**src/rtl/arb_wrr_pkt.sv**
```systemverilog
// rtl/arb_wrr_pkt.sv - packet-atomic weighted round-robin arbiter with one registered output stage
//
// Ports:
//   clk, rst_n           clock (rising edge), asynchronous active-low reset
//   v_vld_s  [WIDTH]     per-requester beat valid
//   v_rdy_s  [WIDTH]     per-requester beat ready (onehot grant gated by load enable)
//   v_last_s [WIDTH]     per-requester last beat of packet
//   v_pld_s  [WIDTH]     per-requester payload, PLD_WIDTH bits each
//   v_weight [WIDTH]     packets per turn per requester (0 behaves as 1)
//   vld_m, rdy_m         downstream beat valid / ready
//   pld_m, last_m, id_m  downstream payload, last flag, owning requester index
module arb_wrr_pkt #(
  parameter int WIDTH     = 4,
  parameter int PLD_WIDTH = 32,
  parameter int WGT_WIDTH = 4,
  localparam int IDW      = (WIDTH > 1) ? $clog2(WIDTH) : 1
) (
  input  logic                 clk,
  input  logic                 rst_n,
  input  logic [WIDTH-1:0]     v_vld_s,
  output logic [WIDTH-1:0]     v_rdy_s,
  input  logic [WIDTH-1:0]     v_last_s,
  input  logic [PLD_WIDTH-1:0] v_pld_s  [WIDTH],
  input  logic [WGT_WIDTH-1:0] v_weight [WIDTH],
  output logic                 vld_m,
  input  logic                 rdy_m,
  output logic [PLD_WIDTH-1:0] pld_m,
  output logic                 last_m,
  output logic [IDW-1:0]       id_m
);

  typedef enum logic {
    S_IDLE = 1'b0,
    S_LOCK = 1'b1
  } state_t;

  state_t               state;
  state_t               state_nxt;
  logic [IDW-1:0]       ptr;
  logic [IDW-1:0]       ptr_nxt;
  logic [WGT_WIDTH-1:0] cnt;
  logic [WGT_WIDTH-1:0] cnt_nxt;

  logic                 ld;
  logic                 gnt_any;
  logic [IDW-1:0]       gnt_idx;
  logic [IDW-1:0]       cand;
  logic                 acc;
  logic                 beat_last;
  logic [WGT_WIDTH-1:0] cnt_base;
  logic [WGT_WIDTH:0]   cnt_inc;
  logic [WGT_WIDTH:0]   ew_ext;

  assign ld        = ~vld_m | rdy_m;
  assign acc       = gnt_any & ld;
  assign beat_last = v_last_s[gnt_idx];

  // Winner selection. While locked, ptr holds the packet owner, so only
  // that requester may win. Otherwise search ptr, ptr+1, ... and keep the
  // closest valid one; the loop runs from the far end so nearer hits win.
  always_comb begin
    gnt_any = 1'b0;
    gnt_idx = ptr;
    cand    = ptr;
    if (state == S_LOCK) begin
      gnt_any = v_vld_s[ptr];
    end else begin
      for (int k = WIDTH - 1; k >= 0; k--) begin
        cand = IDW'((32'(ptr) + 32'(k)) % WIDTH);
        if (v_vld_s[cand]) begin
          gnt_any = 1'b1;
          gnt_idx = cand;
        end
      end
    end
  end

  // State, pointer and turn counter.
  always_ff @(posedge clk or negedge rst_n) begin
    if (!rst_n) begin
      state <= S_IDLE;
      ptr   <= '0;
      cnt   <= '0;
    end else begin
      state <= state_nxt;
      ptr   <= ptr_nxt;
      cnt   <= cnt_nxt;
    end
  end

  // Next state: lock on a non-last first beat, unlock on the owner's last beat.
  // A single-beat packet leaves the FSM in IDLE.
  always_comb begin
    state_nxt = state;
    if (acc) begin
      if (state == S_IDLE && !beat_last) state_nxt = S_LOCK;
      if (state == S_LOCK &&  beat_last) state_nxt = S_IDLE;
    end
  end

  // Turn bookkeeping. A first beat from someone other than ptr starts a fresh
  // turn (count 0); the weight is only looked at when a packet completes.
  always_comb begin
    cnt_base = (state == S_IDLE && gnt_idx != ptr) ? '0 : cnt;
    ew_ext   = (v_weight[gnt_idx] == '0) ? (WGT_WIDTH+1)'(1) : {1'b0, v_weight[gnt_idx]};
    cnt_inc  = {1'b0, cnt_base} + (WGT_WIDTH+1)'(1);
    ptr_nxt  = ptr;
    cnt_nxt  = cnt;
    if (acc) begin
      ptr_nxt = gnt_idx;
      cnt_nxt = cnt_base;
      if (beat_last) begin
        if (cnt_inc >= ew_ext) begin
          ptr_nxt = (gnt_idx == IDW'(WIDTH - 1)) ? '0 : gnt_idx + IDW'(1);
          cnt_nxt = '0;
        end else begin
          cnt_nxt = cnt_inc[WGT_WIDTH-1:0];
        end
      end
    end
  end

  // Ready is forced low during reset even though ld is high then.
  always_comb begin
    v_rdy_s = '0;
    if (acc && rst_n) v_rdy_s = WIDTH'(1) << gnt_idx;
  end

  // Output stage: payload fields only move when a new beat is loaded.
  always_ff @(posedge clk or negedge rst_n) begin
    if (!rst_n) begin
      vld_m  <= 1'b0;
      pld_m  <= '0;
      last_m <= 1'b0;
      id_m   <= '0;
    end else if (ld) begin
      vld_m <= acc;
      if (acc) begin
        pld_m  <= v_pld_s[gnt_idx];
        last_m <= beat_last;
        id_m   <= gnt_idx;
      end
    end
  end

endmodule
```
**config.mk**
```make
export PLATFORM = sky130hd
export DESIGN_NAME = arb_wrr_pkt
export DESIGN_NICKNAME = d
export VERILOG_FILES = /design/src/rtl/arb_wrr_pkt.sv
export SDC_FILE = /design/constraint.sdc
export NUM_CORES = 1
export LEC_CHECK = 0
export ABC_AREA = 1
export BUFFER_PORTS_ARGS = -buffer_cell sky130_fd_sc_hd__buf_2
export CORE_MARGIN = 2
export CORE_UTILIZATION = 48
export DETAILED_ROUTE_END_ITERATION = 8
export GPL_TIMING_DRIVEN = 0
export PLACE_DENSITY = 0.86
export SYNTH_ARGS = -nofsm -noshare
export SYNTH_HDL_FRONTEND = slang
export SYNTH_SLANG_ARGS = --single-unit
export TNS_END_PERCENT = 20
```
**constraint.sdc**
```tcl
create_clock -name clk -period 4.8 [get_ports clk]
set_clock_uncertainty 0.05 [all_clocks]
set_input_delay 0.72 -clock clk [delete_from_list [all_inputs] [get_ports clk]]
set_output_delay 0.72 -clock clk [all_outputs]
set_load 0.02 [all_outputs]
```
# [Word level (Yosys, flattened, before mapping)]
# Cells that the tools add are included.
[classes] addsub=5 magnitude_cmp=7 eq_ne=2 shifts=1 n_mux=36 n_bitwise=5 n_reduce_logical=9
[ops] cell="$bmux 32 s2" count=1
[ops] cell="$mux 32" count=2
[ops] cell="$mux 4" count=7
[ops] cell="$mux 2" count=8
[ops] cell="$lt 2x3->1 const B" count=5
[ops] cell="$mux 1" count=12
[ops] cell="$bmux 1 s2" count=5
[ops] cell="$bmux 4 s2" count=1
[ops] cell="$add 4x1->5 const B" count=1
[ops] cell="$ge 5x4->1" count=1
[ops] cell="$add 2x1->2 const B" count=2
[ops] cell="$add 2x2->2 const B" count=2
[ops] cell="$logic_and 1x1->1" count=4
[ops] cell="$logic_not 4->1" count=1
[ops] cell="$reduce_and 2->1" count=2
[ops] cell="$shl 1x2->4 const A" count=1
[ops] cell="$ge 3x3->1 const B" count=1
[ops] cell="$not 2->3" count=1
[ops] cell="$eq 2x2->1 const B" count=1
[ops] cell="$ne 2x2->1" count=1
[ops] cell="$not 1->1" count=2
[ops] cell="$reduce_bool 2->1" count=1
[ops] cell="$and 1x1->1" count=1
[ops] cell="$logic_not 1->1" count=1
[ops] cell="$or 1x1->1" count=1
[totals] register_bits=43 output_inout_bits=40 elab_cells=72

# [Longest topological paths before layout]
# Gate-level depths: netlist of run 1.
[depth] ltp_word=17 ltp_mapped=29 ltp_nobuf=27

# [Worst setup path after synthesis of run 1]
# No wires, ideal clock.
[synth_path] path_kind="in2reg" from="in v_vld_s[2]" to="reg ptr[1]" setup_time_ns=0.118 t_arrival_ns=3.249 required_ns=4.632 path_slack_ns=1.384 cell_stages=23 path_buffers=2 cell_sequence="or2_4 > nand3_2 > nand2_1 > inv_2 > nand4_4 > or2_4 > nand2_4 > inv_2 > buf_6 > buf_6 > o211ai_1 > o311ai_1 > ha_1 > inv_1 > a21boi_0 > o21ai_0 > nand2_1 > a21oi_1 > nand2_1 > nand2_1 > nand2_1 > nand3_1 > nand2_1"
[synth_between] elab_chain_len=16 word_cells_on_any_way=37 classes_between="add/sub (2); order compare (1); eq/ne (2); mux (28); bitwise (2); reduce/logical (2)"
[synth_lines] element="start: declaration" line_no="20" rtl="input logic [WIDTH-1:0] v_vld_s,"
[synth_lines] element="$bmux 1 s2" line_no="70" rtl="if (v_vld_s[cand]) begin"
[synth_lines] element="$mux 1 (implied by the code)" line_no="70"
[synth_lines] element="$mux 2 (3 in a row)" line_no="70"
[synth_lines] element="$mux 2 (*)" line_no="70"
[synth_lines] element="$mux 2 (*)" line_no="65" rtl="if (state == S_LOCK) begin"
[synth_lines] element="via gnt_idx[0]" line_no="46" rtl="logic [IDW-1:0] gnt_idx;"
[synth_lines] element="parallel branches: the longest is 8 deep, another holds $add 4x1->5"
[synth_lines] element="$mux 2 (*)" line_no="112" rtl="if (beat_last) begin"
[synth_lines] element="end signal: assignment" line_no="86" rtl="ptr <= ptr_nxt;"
[synth_lines] element="end: declaration" line_no="39" rtl="logic [IDW-1:0] ptr;"
# Mark *: on every way through the listed nets, which the timed path passes. The select of a mux whose other input is x is not followed.
# A chain may end at the register's enable or synchronous reset.

# [Worst setup path after layout of run 1]
[layout_path] from="in v_vld_s[2]" to="reg ptr[1]"
[layout_between] elab_chain_len=16 word_cells_on_any_way=37 classes_between="add/sub (2); order compare (1); eq/ne (2); mux (28); bitwise (2); reduce/logical (2)"
[layout_lines] element="parallel branches: the longest is 16 deep, another holds $add 4x1->5"
# Several ways; the timed one is not identified. The select of a mux whose other input is x is not followed.

==> results of run 1 <==
flip-flops by register name (all words and copies together) (netlist names):
register / flops
cnt: 4
vld_m: 1
last_m: 1
id_m: 2
ptr: 2
pld_m: 32
state: 1
path summary, 6_finish.rpt:
path | endpoint | slack, ns | cells past startpoint
min | id_m[0] | 0.44 | 2
min in group asynchronous | pld_m[9] | 0.52 | 1
min reg2reg | id_m[0] | 0.44 | 2
max reg2reg | ptr[1] | 1.10 | 27
max in group asynchronous | pld_m[14] | 3.57 | 1
max | ptr[1] | 1.07 | 27
power breakdown:
part	internal (mW)	switching (mW)	leakage, nW
logic	1.01	1.73	1.99
registers	0.558	0.111	0.523
clock network	0.169	0.126	0.0612
routing by layer:
metal  GRT usage (%)  wire length (um)
met1            36.6              4490
met2            53.1              5820
met3            4.27               936
met4            10.1               366
met5               0                 0
synth_stat cells (all sizes together):
cell      n
inv      22
buf      26
a21oi     5
nor3      1
dfrtp    43
ha        9
a21boi    1
o311ai    1
a22oi     1
nand3    52
nand4     7
a31oi    32
mux2i     1
a22o     32
o21ai     8
nor2     15
o211ai    1
and2      1
or2       3
nand2   211
clkbuf    8
metrics by stage:
step	instances	total power, mW	util (%)
after detailed placement	754	3.39	65.1
final	762	3.71	66.8
after global routing	762	4.02	66.8
after floorplan	480	2.64	-
after global placement	754	3.30	65.1
after CTS	762	3.69	66.8
cell families (layout without fill, tap and decap cells):
family | after synthesis | in the layout | share of synthesized area [%]
buffers and inverters | 56 | 258 | 9.11
adder cells (fa/ha/maj) | 9 | 9 | 3.39
flip-flops | 43 | 43 | 32.4
AND/OR/NAND/NOR | 290 | 290 | 37.5
multiplexers | 1 | 1 | 0.301
AO/OA/AOI/OAI | 81 | 81 | 17.4
worst max-delay path: cells and delay by family:
kind / cells / cell delay (ns)
adders and majority gates: 1 / 0.28
AOI/OAI and AO/OA: 5 / 0.60
buffers and inverters: 5 / 0.71
and+or+nand+nor: 16 / 1.55
final cells by class:
type	instances	area [um2]	share of cell area (%)
plain buffers	34	220	4.88
clock buffers	6	82.6	1.83
clock inverters	2	35.0	0.776
inverters	22	82.6	1.83
multi-input cells	381	1950	43.1
flip-flops and latches	43	1080	23.8
well taps	80	100	2.22
repair buffers	194	971	21.5
==> impl_metrics.py, run 1 <==
metrics = {
    "routing": {
        "vias": 4209,
        "drc": 0,
        "drtAntennaViolNets": 0,
        "routedWlPerCell_um": 15.2,
        "dr.pass1.iters": 6,
        "routed_via_density": 5.52,
        "wirelength_um": 11600,
        "drtIter0Drc": 310,
    },
    "yosys": {
        "yosysTopAreaCell": "dfrtp_1",
        "synth.net_count": 644,
        "postSynthCellCount": 480,
        "yosysWarnings": 0,
        "avgSynthCellArea_um2": 6.93,
        "yosysSeqAreaShare_pct": 32.4,
        "synth_seq_cells": 43,
        "yosysTopAreaCellShare_pct": 32.4,
        "synthTopCellsByArea": "dfrtp_1, nand2_1, a22o_1",
        "synth_cell_types": 30,
        "syn_area_um2": 3320,
    },
    "power_and_ir_drop": {
        "ir_drop_uv": 398,
        "p_leak_nw": 2.58,
        "p_per_area_nw_per_um2": 821,
    },
    "final_layout": {
        "fin_nets": 845,
        "final_common_cell": "nand2_1",
        "layout_common_cells": "nand2_1, buf_2, nand3_1, dfrtp_1",
        "n_fill_cell": 642,
        "drive_gt1_share_pct": 35.5,
        "fin_area_um2": 4510,
        "n_antenna_cell": 0,
        "areaGrowthSynthToFinish_pct": 35.8,
    },
    "worst_hold_path": {
        "hold_path_startpoint": "id_m[0]",
        "hold_class": "flop to flop",
    },
    "floorplanning": {
        "num_rows": 30,
        "die-area_um2": 7610,
        "pin_count": 195,
        "core_um2": 6760,
        "dieWidth_um": 87.2,
        "die_h_um": 87.2,
        "start_util_pct": 49.2,
    },
    "timing": {
        "finalCriticalPeriod_ns": 3.73,
        "finalHoldViolations": 0,
        "tightest_slew_ns": 0.968,
        "whs_ns": 0.439,
        "period_share_pct": 77.7,
        "rsz0062_at_grt": "no",
        "finalSetupTns_ns": 0,
        "slew_headroom_pct": 35.5,
        "clock.fmax_ghz": 0.268,
        "maxSlewViolCount": 0,
        "setup-violations-final": 0,
        "setup_slack_ns": 1.07,
    },
    "clock_network": {
        "numClockSinks": 43,
        "cts_resized": 0,
        "numCtsBuffers": 5,
        "postCtsSetupBuffers": 0,
        "clockRootBuffer": "clkbuf_8",
        "clock_latency_ns": 0.29,
        "h-tree-depth": 2,
        "cts_tree": "built",
        "clk_pin_slew_ns": 0.08,
        "cts_buffer_depth": 2,
        "hold_buffers": 0,
    },
    "critical_path": {
        "cp_max_fo": 10,
        "slowest_stage": "buf_2",
        "startpoint": "v_vld_s[2]",
        "r2r_start": "ptr[0]",
        "crit_type": "input pin to flop",
        "worstPathArrival_ns": 3.87,
        "critPathCaptureType": "flop",
        "startpoint_type": "input pin",
        "required_ns": 4.94,
        "critPathMostFrequentCell": "nand2_1",
        "cpPeakStageDelay_ns": 0.29,
    },
    "placement": {
        "dpl_cell_area_um2": 4400,
        "post-place-ws_ns": 0.825,
        "place_congestion": 0.879,
        "place_hpwl_um": 9160,
        "port_buffers": 194,
    },
    "global_routing": {
        "grt_use_total_pct": 29.7,
        "antenna_found_initial": 0,
        "grt_pass1_wl_um": 17800,
        "grt_max_degree": 45,
        "grt_pass1_vias": 3863,
        "grt.overflow.total": 0,
    },
    "run": {
        "max_cap_viol_count": 0,
    },
    "status": {
        "status": "complete, no violations",
    },
}
Power figures use the tool's default switching activity.
==> run 2: changes to the inputs <==
CORE_UTILIZATION = 40   (was 48)
PLACE_DENSITY = 0.76   (was 0.86)
clock period = 3.3 ns   (was 4.8 ns; I/O delays follow)
==> run 2 against run 1 <==
  * The flow now finishes with violations (negative setup slack)
  * Clock power increased by 26%
  * Non-clock buffer count rose by 18
  * Highest routed layer unchanged
  * Largest power group unchanged
  * First-iteration DRC count down 47%
  * Final area increased by 6.1%
==> impl_metrics.py, run 2 (same netlist as run 1, synthesis figures left out) <==
metrics = {
    "timing": {
        "tightest_slew_ns": 0.981,
        "setup_slack_ns": -0.0376,
        "rsz0062_at_grt": "yes",
        "clock.fmax_ghz": 0.300,
        "period_share_pct": 101,
        "whs_ns": 0.297,
        "finalHoldViolations": 0,
        "setup-violations-final": 9,
        "slew_headroom_pct": 34.6,
        "maxSlewViolCount": 0,
        "finalCriticalPeriod_ns": 3.34,
    },
    "clock_network": {
        "h-tree-depth": 2,
        "numClockSinks": 43,
        "clockRootBuffer": "clkbuf_8",
        "cts_buffer_depth": 2,
        "cts_tree": "built",
        "clk_pin_slew_ns": 0.09,
        "numCtsBuffers": 5,
        "clock_latency_ns": 0.30,
        "hold_buffers": 0,
    },
    "final_layout": {
        "largest_register_ffs": 32,
        "n_fill_cell": 769,
        "final_common_cell": "buf_2",
        "layout_common_cells": "buf_2, nand2_1, nand3_1, dfrtp_1",
        "finish.utilization_pct": 58.9,
        "areaGrowthSynthToFinish_pct": 44.0,
        "fin_area_um2": 4790,
        "reg.largest.list": "pld_m x32, cnt x4",
        "final_cells": 805,
        "drive_gt1_share_pct": 39.7,
        "top_register": "pld_m",
        "n_antenna_cell": 0,
        "fin_nets": 863,
    },
    "routing": {
        "routed_via_density": 5.15,
        "vias": 4148,
        "wirelength_um": 11200,
        "routedWlPerCell_um": 14.0,
        "drc": 0,
        "drtAntennaViolNets": 0,
        "drtIter0Drc": 164,
        "dr.pass1.iters": 4,
    },
    "floorplanning": {
        "start_util_pct": 40.9,
        "core_um2": 8130,
        "dieWidth_um": 95.2,
        "die-area_um2": 9060,
        "num_rows": 33,
        "die_h_um": 95.2,
        "pin_count": 195,
    },
    "global_routing": {
        "antenna_found_initial": 0,
        "grt_pass1_vias": 3899,
        "grt_use_total_pct": 24.3,
        "grt.overflow.total": 0,
        "grt_max_degree": 45,
        "grt_pass1_wl_um": 17400,
    },
    "placement": {
        "place_congestion": 0.920,
        "dpl_cell_area_um2": 4430,
        "place_hpwl_um": 8540,
        "dp.cells": 779,
        "port_buffers": 194,
    },
    "critical_path": {
        "critPathCaptureType": "flop",
        "critPathTopFamily": "simple AND/OR/NAND/NOR gates",
        "required_ns": 3.48,
        "crit_type": "flop to flop",
        "slowest_stage": "dfrtp_1",
        "path_buf_inv": 4,
        "worstPathArrival_ns": 3.52,
        "startpoint_type": "flop",
        "cpPeakStageDelay_ns": 0.38,
        "cp_max_fo": 10,
        "path_cells": "buf_6 -> inv_4 -> nand2_1 -> nand2_1 -> nand2_1 -> nand2_2 -> nand3_2 -> nand4_4 -> or2_4 -> nand2_8 -> buf_6 -> or2_2 -> o211ai_1 -> o311ai_2 -> ha_1 -> inv_1 -> a21boi_1 -> o21ai_1 -> nand2_1 -> a21oi_2 -> nand2_2 -> nor3_4 -> nand2_1 -> nand2_1",
        "critPathMostFrequentCell": "nand2_1",
    },
    "worst_hold_path": {
        "hold_class": "input pin to async pin",
    },
    "run": {
        "max_cap_viol_count": 0,
    },
    "status": {
        "violations": "negative setup slack",
        "status": "finished, violations left",
    },
    "power_and_ir_drop": {
        "p_per_area_nw_per_um2": 1190,
        "ir_drop_uv": 509,
        "p_leak_nw": 2.68,
    },
}
run 2: changes by cell type in the layout (fill, tap and decap cells not counted), moves of 2 or more:
| cell | previous run | this run |
|---|---|---|
| buf_2 | 205 | 201 |
| inv_4 | 0 | 2 |
| nand3_4 | 0 | 2 |
| nand3_2 | 3 | 1 |
| nand2_2 | 1 | 16 |
| buf_8 | 0 | 3 |
| o21ai_0 | 8 | 6 |
| nand2_1 | 208 | 193 |
| inv_2 | 5 | 3 |
| buf_4 | 5 | 23 |
run 2: worst paths after layout:
kind / start / end / slack [ns] / cells past startpoint
min in group clk: rdy_m / vld_m / 0.40 / 4
max in group asynchronous: rst_n / pld_m[26] / 2.28 / 1
min reg2reg: id_m[1] / id_m[1] / 0.44 / 2
max reg2reg: ptr[0] / cnt[0] / -0.04 / 24
max: ptr[0] / cnt[0] / -0.04 / 24
min: rst_n / pld_m[3] / 0.30 / 1
run 2: stage by stage:
step	setup TNS, ns	power [mW]	setup WS (ns)
2_1_floorplan	0	3.83	0.109
3_3_place_gp	-1.70	4.78	-0.338
3_5_place_dp	-1.90	4.87	-0.373
4_1_cts	-0.230	5.47	-0.0696
5_1_grt	-2.72	6.24	-0.310
6_report	-0.198	5.70	-0.0376
run 2: power breakdown:
| group | total [mW] | switching [mW] | internal, mW |
|---|---|---|---|
| Combinational | 4.36 | 2.58 | 1.78 |
| Sequential | 0.968 | 0.157 | 0.812 |
| Clock | 0.373 | 0.182 | 0.191 |
| Total | 5.70 | 2.92 | 2.78 |
run 2: layout make-up:
type | instances | area, um2 | area share [%]
multi-input combinational | 381 | 2020 | 42.2
timing repair buffer | 212 | 1110 | 23.1
sequential | 43 | 1080 | 22.5
buffer | 34 | 256 | 5.36
tap | 105 | 131 | 2.74
clock buffer | 8 | 100 | 2.09
inverter | 22 | 95.1 | 1.99
run 2: timing repair:
item	in CTS	in global routing
gates cloned	0	0
setup buffers	10	8
endpoints found under the setup margin	6	10
endpoints found under the hold margin	0	0
resized for setup	20	24
pin swaps	13	9
run 2: routing by layer:
layer  vias to the layer above  wire, um  track usage, %  share of wire, %
li1                       2055         -               -                 -
met1                      1898      4590            29.0                41
met2                       167      5790            43.7                52
met3                        28       589            3.87               5.2
met4                         0       266            8.82               2.4
met5                         -         0               0                 0
==> run 3: changes to the inputs <==
CORE_UTILIZATION = 45   (was 40)
CTS_CLUSTER_SIZE = 24   (was not set)
PLACE_DENSITY = 0.81   (was 0.76)
clock period = 3.2 ns   (was 3.3 ns; I/O delays follow)
==> run 3 against run 2 <==
  * The flow still finishes with violations (negative setup slack)
  * Worst setup slack got worse by 0.21 ns
  * First-iteration DRC count rose by 23%
  * Sequential share of layout area up 0.10 points
  * Global-route usage rose by 3.2 points
  * Final area down 0.44%
  * Hold slack gained 0.0098 ns
  * Final cell count down 1.2%
  * Core utilization up 7.2 points
  * Power rose by 4.3%
  * Critical path depth grew 2
  * Critical path type unchanged
  * Largest cell class unchanged
==> impl_metrics.py, run 3 (same netlist as run 1, synthesis figures left out) <==
metrics = {
    "timing": {
        "clock.fmax_ghz": 0.290,
        "maxSlewViolCount": 0,
        "setup_slack_ns": -0.246,
        "setup-violations-final": 8,
        "rsz0062_at_grt": "yes",
        "tightest_slew_ns": 1.03,
        "finalSetupTns_ns": -1.41,
        "slew_headroom_pct": 31.0,
        "finalCriticalPeriod_ns": 3.45,
        "finalHoldViolations": 0,
        "period_share_pct": 108,
    },
    "power_and_ir_drop": {
        "p_leak_nw": 2.66,
        "ir_drop_uv": 563,
        "p_per_area_nw_per_um2": 1250,
    },
    "floorplanning": {
        "core_um2": 7210,
        "die_h_um": 90.0,
        "start_util_pct": 46.1,
        "pin_count": 195,
        "die-area_um2": 8090,
        "dieWidth_um": 90.0,
        "num_rows": 31,
    },
    "final_layout": {
        "layout_common_cells": "buf_2, nand2_1, nand3_1, dfrtp_1",
        "n_fill_cell": 659,
        "fin_area_um2": 4770,
        "reg.largest.list": "pld_m x32, cnt x4",
        "largest_register_ffs": 32,
        "top_register": "pld_m",
        "register_area_um2": 1080,
        "final_common_cell": "buf_2",
        "areaGrowthSynthToFinish_pct": 43.4,
        "fin_nets": 858,
        "drive_gt1_share_pct": 39.6,
        "multi_input_area_um2": 2020,
    },
    "worst_hold_path": {
        "hold_class": "input pin to async pin",
    },
    "placement": {
        "place_congestion": 0.912,
        "post-place-ws_ns": -0.531,
        "dpl_cell_area_um2": 4420,
        "place_hpwl_um": 8880,
        "port_buffers": 194,
    },
    "global_routing": {
        "met1_usage_pct": 34.4,
        "antenna_found_initial": 1,
        "grt.overflow.total": 0,
        "met2_usage_pct": 49.4,
        "grt_pass1_wl_um": 18300,
        "grt_use_total_pct": 27.4,
        "grt_use_met3_pct": 4.02,
        "grt_pass1_vias": 3885,
        "grt_max_degree": 45,
        "grt-busiest-layer": "met2",
    },
    "critical_path": {
        "worstPathArrival_ns": 3.60,
        "r2r_start": "ptr[0]",
        "critPathMostFrequentCell": "nand2_2",
        "reg2reg_to": "ptr[0]",
        "r2r_cells": 26,
        "cpPeakStageDelay_ns": 0.41,
        "slowest_stage": "dfrtp_1",
        "crit_type": "flop to flop",
        "cp_max_fo": 10,
        "r2r_slack_ns": -0.25,
        "startpoint_type": "flop",
        "required_ns": 3.35,
        "critPathCaptureType": "flop",
    },
    "routing": {
        "routedWlPerCell_um": 14.7,
        "routed_via_density": 5.28,
        "drtIter0Drc": 202,
        "drtAntennaViolNets": 0,
        "dr.pass1.iters": 4,
        "drc": 0,
        "wirelength_um": 11700,
        "vias": 4199,
    },
    "clock_network": {
        "h-tree-depth": 2,
        "numCtsBuffers": 5,
        "cts_buffer_depth": 2,
        "numClockSinks": 43,
        "clock_latency_ns": 0.30,
        "clockRootBuffer": "clkbuf_8",
        "cts_tree": "built",
        "clk_pin_slew_ns": 0.09,
    },
    "status": {
        "violations": "negative setup slack",
        "status": "finished, violations left",
    },
    "run": {
        "max_cap_viol_count": 0,
    },
}
## run 3: final cells by class
cell class              count  share of cell area, %
repair buffers            208                   22.7
inverters                  22                   2.00
diodes                      1                 0.0525
flip-flops and latches     43                   22.6
clock buffers               5                   1.44
well taps                  99                   2.60
clock inverters             3                  0.919
multi-input cells         381                   42.4
plain buffers              33                   5.33
## run 3: worst max-delay path by stage
stage / from / to / slack [ns] / cells past startpoint
final: ptr[0] / ptr[0] / -0.25 / 26
after global routing: ptr[0] / ptr[0] / -0.48 / 26
after CTS: ptr[0] / cnt[1] / -0.28 / 23
after detailed placement: v_vld_s[0] / ptr[0] / -0.53 / 28
after global placement: v_vld_s[2] / ptr[1] / -0.38 / 27
after floorplan: v_vld_s[2] / ptr[1] / 0.02 / 23
## run 3: per-layer routing
metal / vias up / routed length [um]
met2: 159 / 6190
met3: 17 / 610
met5: - / 0
met4: 0 / 206
met1: 1971 / 4690
li1: 2052 / -
## run 3: through the flow
step	util, %	instances	hold slack (ns)	total power [mW]
floorplan	-	480	0.134	3.95
global placement	61.3	773	0.411	4.91
detailed placement	61.3	773	0.422	5.03
CTS	64.4	788	0.320	5.69
global route	66.1	795	0.387	6.47
finish	66.1	795	0.306	5.95
## run 3: worst max-delay path, delay by kind of cell (launching register included)
family,cells,cell delay [ns]
flip-flops,1,0.41
buffers and inverters,5,0.48
AND/OR/NAND/NOR,16,1.67
AO/OA/AOI/OAI,4,0.44
adder cells (fa/ha/maj),1,0.30
## run 3: power by group
| group | switching [mW] | leakage [nW] | internal [mW] |
|---|---|---|---|
| Combinational | 2.71 | 2.08 | 1.80 |
| Clock | 0.207 | 0.0581 | 0.233 |
| Sequential | 0.162 | 0.523 | 0.837 |
## run 3: timing repair
item	in CTS	in global routing
setup endpoints to repair	10	10
pin swaps	12	21
hold buffers	0	0
setup buffers	6	6
gates resized for setup	23	27
gates cloned	1	1
